### config.mk
export PLATFORM = sky130hd
export DESIGN_NAME = mem_arbiter
export DESIGN_NICKNAME = d
export VERILOG_FILES = /design/src/rtl/mem_arbiter_pkg.sv /design/src/rtl/mem_arbiter_rr_arb2.sv /design/src/rtl/mem_arbiter.sv
export SDC_FILE = /design/constraint.sdc
export NUM_CORES = 1
export LEC_CHECK = 0
export ABC_AREA = 1
export ABC_CLOCK_PERIOD_IN_PS = 1600
export CAP_MARGIN = 25
export CORE_AREA = 8 8 301 303
export DETAILED_ROUTE_END_ITERATION = 10
export DIE_AREA = 0 0 309 311
export GPL_ROUTABILITY_DRIVEN = 0
export RECOVER_POWER = 100
export SYNTH_ARGS = -nofsm -noshare
export SYNTH_HDL_FRONTEND = slang
export SYNTH_HIERARCHICAL = 1
export SYNTH_SLANG_ARGS = --single-unit
### constraint.sdc
create_clock -name clk -period 1.6 [get_ports clk]
set_clock_uncertainty 0.2 [all_clocks]
set_input_delay 0.32 -clock clk [delete_from_list [all_inputs] [get_ports clk]]
set_output_delay 0.32 -clock clk [all_outputs]
set_load 0.03 [all_outputs]
### src/rtl/mem_arbiter_pkg.sv
// Shared types and default widths for the memory-channel arbiter.
// Client ids double as the memory-side tag MSB used for response routing.
package mem_arbiter_pkg;

    localparam int unsigned MEM_ADDR_BITS = 28;
    localparam int unsigned MEM_DATA_BITS = 128;
    localparam int unsigned MEM_TAG_BITS  = 5;

    typedef enum logic [1:0] {
        MEM_ARB_IDLE,
        MEM_ARB_REQ,
        MEM_ARB_WDATA
    } arb_state_t;

    typedef enum logic {
        MEM_ARB_ID_DC = 1'b0,
        MEM_ARB_ID_IC = 1'b1
    } client_id_t;

endpackage

### src/rtl/mem_arbiter_rr_arb2.sv
// Two-way round-robin picker between the DC and IC clients (combinational).
// On a tie the client that was not granted last wins.
module rr_arb2
    import mem_arbiter_pkg::*;
(
    input  logic       dc_valid,
    input  logic       ic_valid,
    input  client_id_t last,
    output client_id_t grant
);

    always_comb begin
        grant = MEM_ARB_ID_DC;
        if (dc_valid && ic_valid) begin
            grant = (last == MEM_ARB_ID_DC) ? MEM_ARB_ID_IC : MEM_ARB_ID_DC;
        end else if (ic_valid) begin
            grant = MEM_ARB_ID_IC;
        end
    end

endmodule

### src/rtl/mem_arbiter.sv
// Arbiter sharing one memory request/data/response channel between IC and DC.
// Define MEM_ARB_FIXED_PRIO_EN to make DC always win ties (no round-robin state).
module mem_arbiter
    import mem_arbiter_pkg::*;
#(
    parameter int unsigned ADDR_BITS  = MEM_ADDR_BITS,
    parameter int unsigned DATA_BITS  = MEM_DATA_BITS,
    parameter int unsigned TAG_BITS   = MEM_TAG_BITS,
    parameter int unsigned DATA_BEATS = 4
) (
    input  logic                   clk,
    input  logic                   reset,

    input  logic                   dc_req_valid,
    output logic                   dc_req_ready,
    input  logic                   dc_req_rw,
    input  logic [ADDR_BITS-1:0]   dc_req_addr,
    input  logic [TAG_BITS-2:0]    dc_req_tag,
    input  logic                   dc_data_valid,
    output logic                   dc_data_ready,
    input  logic [DATA_BITS-1:0]   dc_data_bits,
    input  logic [DATA_BITS/8-1:0] dc_data_mask,
    output logic                   dc_resp_valid,
    output logic [TAG_BITS-2:0]    dc_resp_tag,
    output logic [DATA_BITS-1:0]   dc_resp_data,

    input  logic                   ic_req_valid,
    output logic                   ic_req_ready,
    input  logic [ADDR_BITS-1:0]   ic_req_addr,
    input  logic [TAG_BITS-2:0]    ic_req_tag,
    output logic                   ic_resp_valid,
    output logic [TAG_BITS-2:0]    ic_resp_tag,
    output logic [DATA_BITS-1:0]   ic_resp_data,

    output logic                   mem_req_valid,
    input  logic                   mem_req_ready,
    output logic                   mem_req_rw,
    output logic [ADDR_BITS-1:0]   mem_req_addr,
    output logic [TAG_BITS-1:0]    mem_req_tag,
    output logic                   mem_req_data_valid,
    input  logic                   mem_req_data_ready,
    output logic [DATA_BITS-1:0]   mem_req_data_bits,
    output logic [DATA_BITS/8-1:0] mem_req_data_mask,
    input  logic                   mem_resp_valid,
    input  logic [TAG_BITS-1:0]    mem_resp_tag,
    input  logic [DATA_BITS-1:0]   mem_resp_data
);

    localparam int unsigned CNT_W = (DATA_BEATS > 1) ? $clog2(DATA_BEATS) : 1;
    localparam logic [CNT_W-1:0] LAST_BEAT = CNT_W'(DATA_BEATS - 1);

    arb_state_t       state_q, state_d;
    client_id_t       grant_q, grant_d;
    client_id_t       arb_last, arb_grant;
    logic [CNT_W-1:0] beat_q, beat_d;
    logic             sel_valid;

`ifdef MEM_ARB_FIXED_PRIO_EN
    // Pretending IC was last served makes the picker favour DC on every tie.
    assign arb_last = MEM_ARB_ID_IC;
`else
    client_id_t rr_last_q, rr_last_d;
    assign arb_last = rr_last_q;
`endif

    rr_arb2 u_rr_arb2 (
        .dc_valid (dc_req_valid),
        .ic_valid (ic_req_valid),
        .last     (arb_last),
        .grant    (arb_grant)
    );

    always_ff @(posedge clk or negedge reset) begin
        if (!reset) begin
            state_q   <= MEM_ARB_IDLE;
            grant_q   <= MEM_ARB_ID_DC;
            beat_q    <= '0;
`ifndef MEM_ARB_FIXED_PRIO_EN
            rr_last_q <= MEM_ARB_ID_IC;
`endif
        end else begin
            state_q   <= state_d;
            grant_q   <= grant_d;
            beat_q    <= beat_d;
`ifndef MEM_ARB_FIXED_PRIO_EN
            rr_last_q <= rr_last_d;
`endif
        end
    end

    always_comb begin
        state_d            = state_q;
        grant_d            = grant_q;
        beat_d             = beat_q;
`ifndef MEM_ARB_FIXED_PRIO_EN
        rr_last_d          = rr_last_q;
`endif
        sel_valid          = 1'b0;
        dc_req_ready       = 1'b0;
        ic_req_ready       = 1'b0;
        dc_data_ready      = 1'b0;
        mem_req_valid      = 1'b0;
        mem_req_rw         = 1'b0;
        mem_req_addr       = '0;
        mem_req_tag        = '0;
        mem_req_data_valid = 1'b0;
        mem_req_data_bits  = '0;
        mem_req_data_mask  = '0;

        unique case (state_q)
            MEM_ARB_IDLE: begin
                if (dc_req_valid || ic_req_valid) begin
                    grant_d = arb_grant;
                    state_d = MEM_ARB_REQ;
                end
            end
            MEM_ARB_REQ: begin
                if (grant_q == MEM_ARB_ID_IC) begin
                    sel_valid    = ic_req_valid;
                    mem_req_rw   = 1'b0;
                    mem_req_addr = ic_req_addr;
                    mem_req_tag  = {grant_q, ic_req_tag};
                    ic_req_ready = mem_req_ready;
                end else begin
                    sel_valid    = dc_req_valid;
                    mem_req_rw   = dc_req_rw;
                    mem_req_addr = dc_req_addr;
                    mem_req_tag  = {grant_q, dc_req_tag};
                    dc_req_ready = mem_req_ready;
                end
                mem_req_valid = sel_valid;
                if (sel_valid && mem_req_ready) begin
`ifndef MEM_ARB_FIXED_PRIO_EN
                    rr_last_d = grant_q;
`endif
                    if (mem_req_rw) begin
                        state_d = MEM_ARB_WDATA;
                        beat_d  = '0;
                    end else begin
                        state_d = MEM_ARB_IDLE;
                    end
                end
            end
            MEM_ARB_WDATA: begin
                mem_req_data_valid = dc_data_valid;
                mem_req_data_bits  = dc_data_bits;
                mem_req_data_mask  = dc_data_mask;
                dc_data_ready      = mem_req_data_ready;
                if (dc_data_valid && mem_req_data_ready) begin
                    if (beat_q == LAST_BEAT) begin
                        state_d = MEM_ARB_IDLE;
                        beat_d  = '0;
                    end else begin
                        beat_d  = beat_q + CNT_W'(1);
                    end
                end
            end
            default: state_d = MEM_ARB_IDLE;
        endcase
    end

    // Response routing is stateless so in-flight responses survive a reset.
    assign dc_resp_valid = mem_resp_valid & ~mem_resp_tag[TAG_BITS-1];
    assign ic_resp_valid = mem_resp_valid &  mem_resp_tag[TAG_BITS-1];
    assign dc_resp_tag   = mem_resp_tag[TAG_BITS-2:0];
    assign ic_resp_tag   = mem_resp_tag[TAG_BITS-2:0];
    assign dc_resp_data  = mem_resp_data;
    assign ic_resp_data  = mem_resp_data;

endmodule

==> results.sh <==
export IMPL_status="complete, but fails checks"
export IMPL_violations="negative setup slack"
export IMPL_synth_compound_area_share_pct=4.72
export IMPL_regArea_um2=151
export IMPL_die_area_um2=96100
export IMPL_critical_path_cell_chain="inv_2 -> nor2_4 -> buf_12 -> inv_16 -> buf_6 -> nor2_4 -> buf_6"
export IMPL_num_vias=5130
export IMPL_synth_top_family_by_area="buffers and inverters"
export IMPL_routedWlPerCell_um=22.8
export IMPL_grt_max_degree=23
export IMPL_synth_seq_cells=6
export IMPL_irDropWorstVdd_uv=1150
export IMPL_cpMaxStageDelayCell="dfrtp_1"
export IMPL_fin_hold_ws_ns=0.215
export IMPL_htreeDepth=1
export IMPL_viasPerCell=2.46
export IMPL_path_max_fanout=10
export IMPL_synth_cells=741
export IMPL_hold_viol=0
export IMPL_drive_above_1_share_pct=45.6
export IMPL_yosysSeqAreaShare_pct=3.68
export IMPL_areaGrowthSynthToFinish_pct=153
export IMPL_rr_endpoint="beat_q[1]"
export IMPL_power_frac_clock_pct=2.5
export IMPL_seqPwrFrac_pct=1.6
export IMPL_rsz0062_at_grt="yes"
export IMPL_clk_pin_slew_ns=0.04
export IMPL_synth_top_area_share_pct=48.6
export IMPL_switching_share_pct=54.2
export IMPL_fin_tns_setup_ns=-66.19
export IMPL_placeableCoreArea_um2=85900
export IMPL_hpwl_mm=43.0
export IMPL_tightestPinTransition_ns=0.367
export IMPL_synth_warnings=6
export IMPL_cts_sinks=6
export IMPL_syn_nets=1092
export IMPL_worst_setup_path_start_kind="flop"
export IMPL_numCtsBuffers=3
export IMPL_worstPathRequired_ns=1.08
export IMPL_port_buffers=402
export IMPL_synth_area_um2=4110
export IMPL_relSlewSlack_pct=75.3
export IMPL_synth_xor_xnor_area_share_pct=0
export IMPL_post_route_period_util_pct=127
export IMPL_drtIter0Drc=134
export IMPL_arrival_ns=1.51
export IMPL_clkLatencyLatePin_ns=0.23
export IMPL_track_usage_pct=9.25
export IMPL_ant_nets=0
export IMPL_die_h_um=311
export IMPL_leakage_uw=0.00431
export IMPL_cp_slowest_stage_delay_ns=0.35
export IMPL_fin_area_um2=10400
export IMPL_root_buffer="clkbuf_16"
export IMPL_initial_utilization_pct=4.78
export IMPL_yosysTopAreaCell="buf_4"
export IMPL_period_minus_slack_ns=2.03
export IMPL_grt_ovfl_total=0
export IMPL_comb_power_share_pct=95.9
export IMPL_fillers=9908
export IMPL_fp_row_count=108
export IMPL_cts_path_max_buffers=2
export IMPL_worst_slack_ns=-0.433
export IMPL_powerDensity_nw_per_um2=1680
export IMPL_cp_end_kind="primary output"
export IMPL_cts_hold_buf=0
export IMPL_synth_mux_area_share_pct=0
export IMPL_nets=1269
export IMPL_wl_mm=47.6
export IMPL_intPower_uw=8020
export IMPL_drtPass1Iterations=4
export IMPL_setup_viol=186
export IMPL_netSwitchingPower_uw=9490
export IMPL_drc=0
export IMPL_hold_class="in2async"
export IMPL_drv_slew=0
export IMPL_worstRegToRegCells=9
export IMPL_worstSetupPathType="reg2out"
export IMPL_synth_cell_type_count=20
export IMPL_dp_slack_ns=-0.508
export IMPL_reg2reg_from="grant_q"
export IMPL_synthTopCellsByArea="buf_4 49%, inv_1 15%, nor2_1 14%, nand2_1 7.4%, buf_6 4.1%"
export IMPL_finalCoreUtilization_pct=12.1
export IMPL_r2r_slack_ns=-0.09
export IMPL_grt_pass1_wl_mm=58.3
export IMPL_synth_adder_area_share_pct=0.304
export IMPL_die_width_um=309
export IMPL_grt_pass1_vias=5408
export IMPL_cts_tree="done"
export IMPL_post_dp_cell_area_um2=9010
export IMPL_max_freq_mhz=492
export IMPL_syn_area_per_cell_um2=5.55
export IMPL_maxCapViolCount=0
export IMPL_multi_input_area_um2=2360
export IMPL_synth_simple_gate_area_share_pct=22.8
export IMPL_antenna_found_initial=39
export IMPL_ios=799
layout by cell type, fill, tap and decap left out, types with 2 or more instances in the layout:
| master | instances |
|---|---|
| nor2_1 | 36 |
| dfrtp_1 | 5 |
| buf_4 | 55 |
| nor2_2 | 12 |
| inv_1 | 158 |
| o21ai_0 | 3 |
| nand2_1 | 69 |
| clkbuf_16 | 6 |
| buf_16 | 5 |
| nand4_1 | 3 |
| a21oi_2 | 6 |
| diode_2 | 15 |
| dlymetal6s2s_1 | 2 |
| a21oi_4 | 26 |
| inv_16 | 2 |
| nand2_2 | 11 |
| a21oi_1 | 2 |
| clkdlybuf4s50_1 | 213 |
| nor2_4 | 108 |
| buf_6 | 79 |
| nand3_1 | 2 |
| clkbuf_1 | 2 |
| buf_12 | 97 |
repair_timing:
item,CTS,global route
gates cloned,5,4
resized for setup,167,102
endpoints found under the setup margin,186,188
setup buffers,4,6
pin swaps,3,9
registers in the layout (all words and copies together), names as in the netlist:
register  count
beat_q        2
state_q       2
grant_q       1
arb_last      1
Yosys cell counts, drive strengths merged:
library cell / number
o21ai: 4
dfstp: 1
clkbuf: 2
buf: 288
nand4: 3
nand3: 3
and2: 1
dfrtp: 5
a21oi: 34
nor2: 156
nor3: 1
nand2: 81
ha: 1
inv: 161
worst max-delay path by stage:
| stage | endpoint | depth (start not counted) | startpoint | slack, ns |
|---|---|---|---|---|
| final | mem_req_data_bits[109] | 7 | state_q[1] | -0.43 |
| after global routing | mem_req_data_bits[25] | 7 | state_q[1] | -0.50 |
| after CTS | mem_req_data_bits[109] | 7 | state_q[1] | -0.44 |
| after detailed placement | mem_req_data_bits[60] | 4 | dc_data_bits[60] | -0.51 |
| after global placement | mem_req_data_bits[60] | 4 | dc_data_bits[60] | -0.52 |
| after floorplan | mem_req_data_bits[0] | 5 | state_q[0] | -0.19 |
layout make-up:
| cell class | count | share of cell area (%) |
|---|---|---|
| Antenna cell | 15 | 0.361 |
| Clock buffer | 4 | 0.757 |
| Inverter | 161 | 6.08 |
| Multi-Input combinational cell | 284 | 22.7 |
| Sequential cell | 6 | 1.45 |
| Tap cell | 1155 | 13.9 |
| Timing Repair Buffer | 460 | 54.4 |
| Timing Repair inverter | 2 | 0.349 |
metrics by stage:
step	power, uW	std cells
2_1_floorplan	8340	741
3_3_place_gp	14300	2049
3_5_place_dp	14300	2049
4_1_cts	16700	2062
5_1_grt	18400	2074
6_report	17500	2087
routing by layer:
layer	global-route usage [%]	routed length, um
met4	1.73	885
met2	11.2	16200
met1	10.8	18800
met5	0.0517	192
met3	10.1	11600
worst max-delay path: cells and delay by family, from the launching register on:
family,cells,cell delay [ns]
buffers and inverters,5,0.61
AND/OR/NAND/NOR,2,0.30
flip-flops,1,0.35
power by group through the flow:
stage / registers [uW] / clock network [uW] / logic, uW
global route: 294 / 448 / 17600
floorplan: 276 / 0 / 8070
CTS: 289 / 436 / 16000
finish: 283 / 431 / 16800
global placement: 287 / 0 / 14000
detailed placement: 284 / 0 / 14000
cell families after synthesis:
kind of cell / after synthesis
AND/OR/NAND/NOR: 245
AO/OA/AOI/OAI: 38
buffers and inverters: 451
flip-flops: 6
adder cells (fa/ha/maj): 1
No activity file was read; power rests on OpenSTA's default activity.
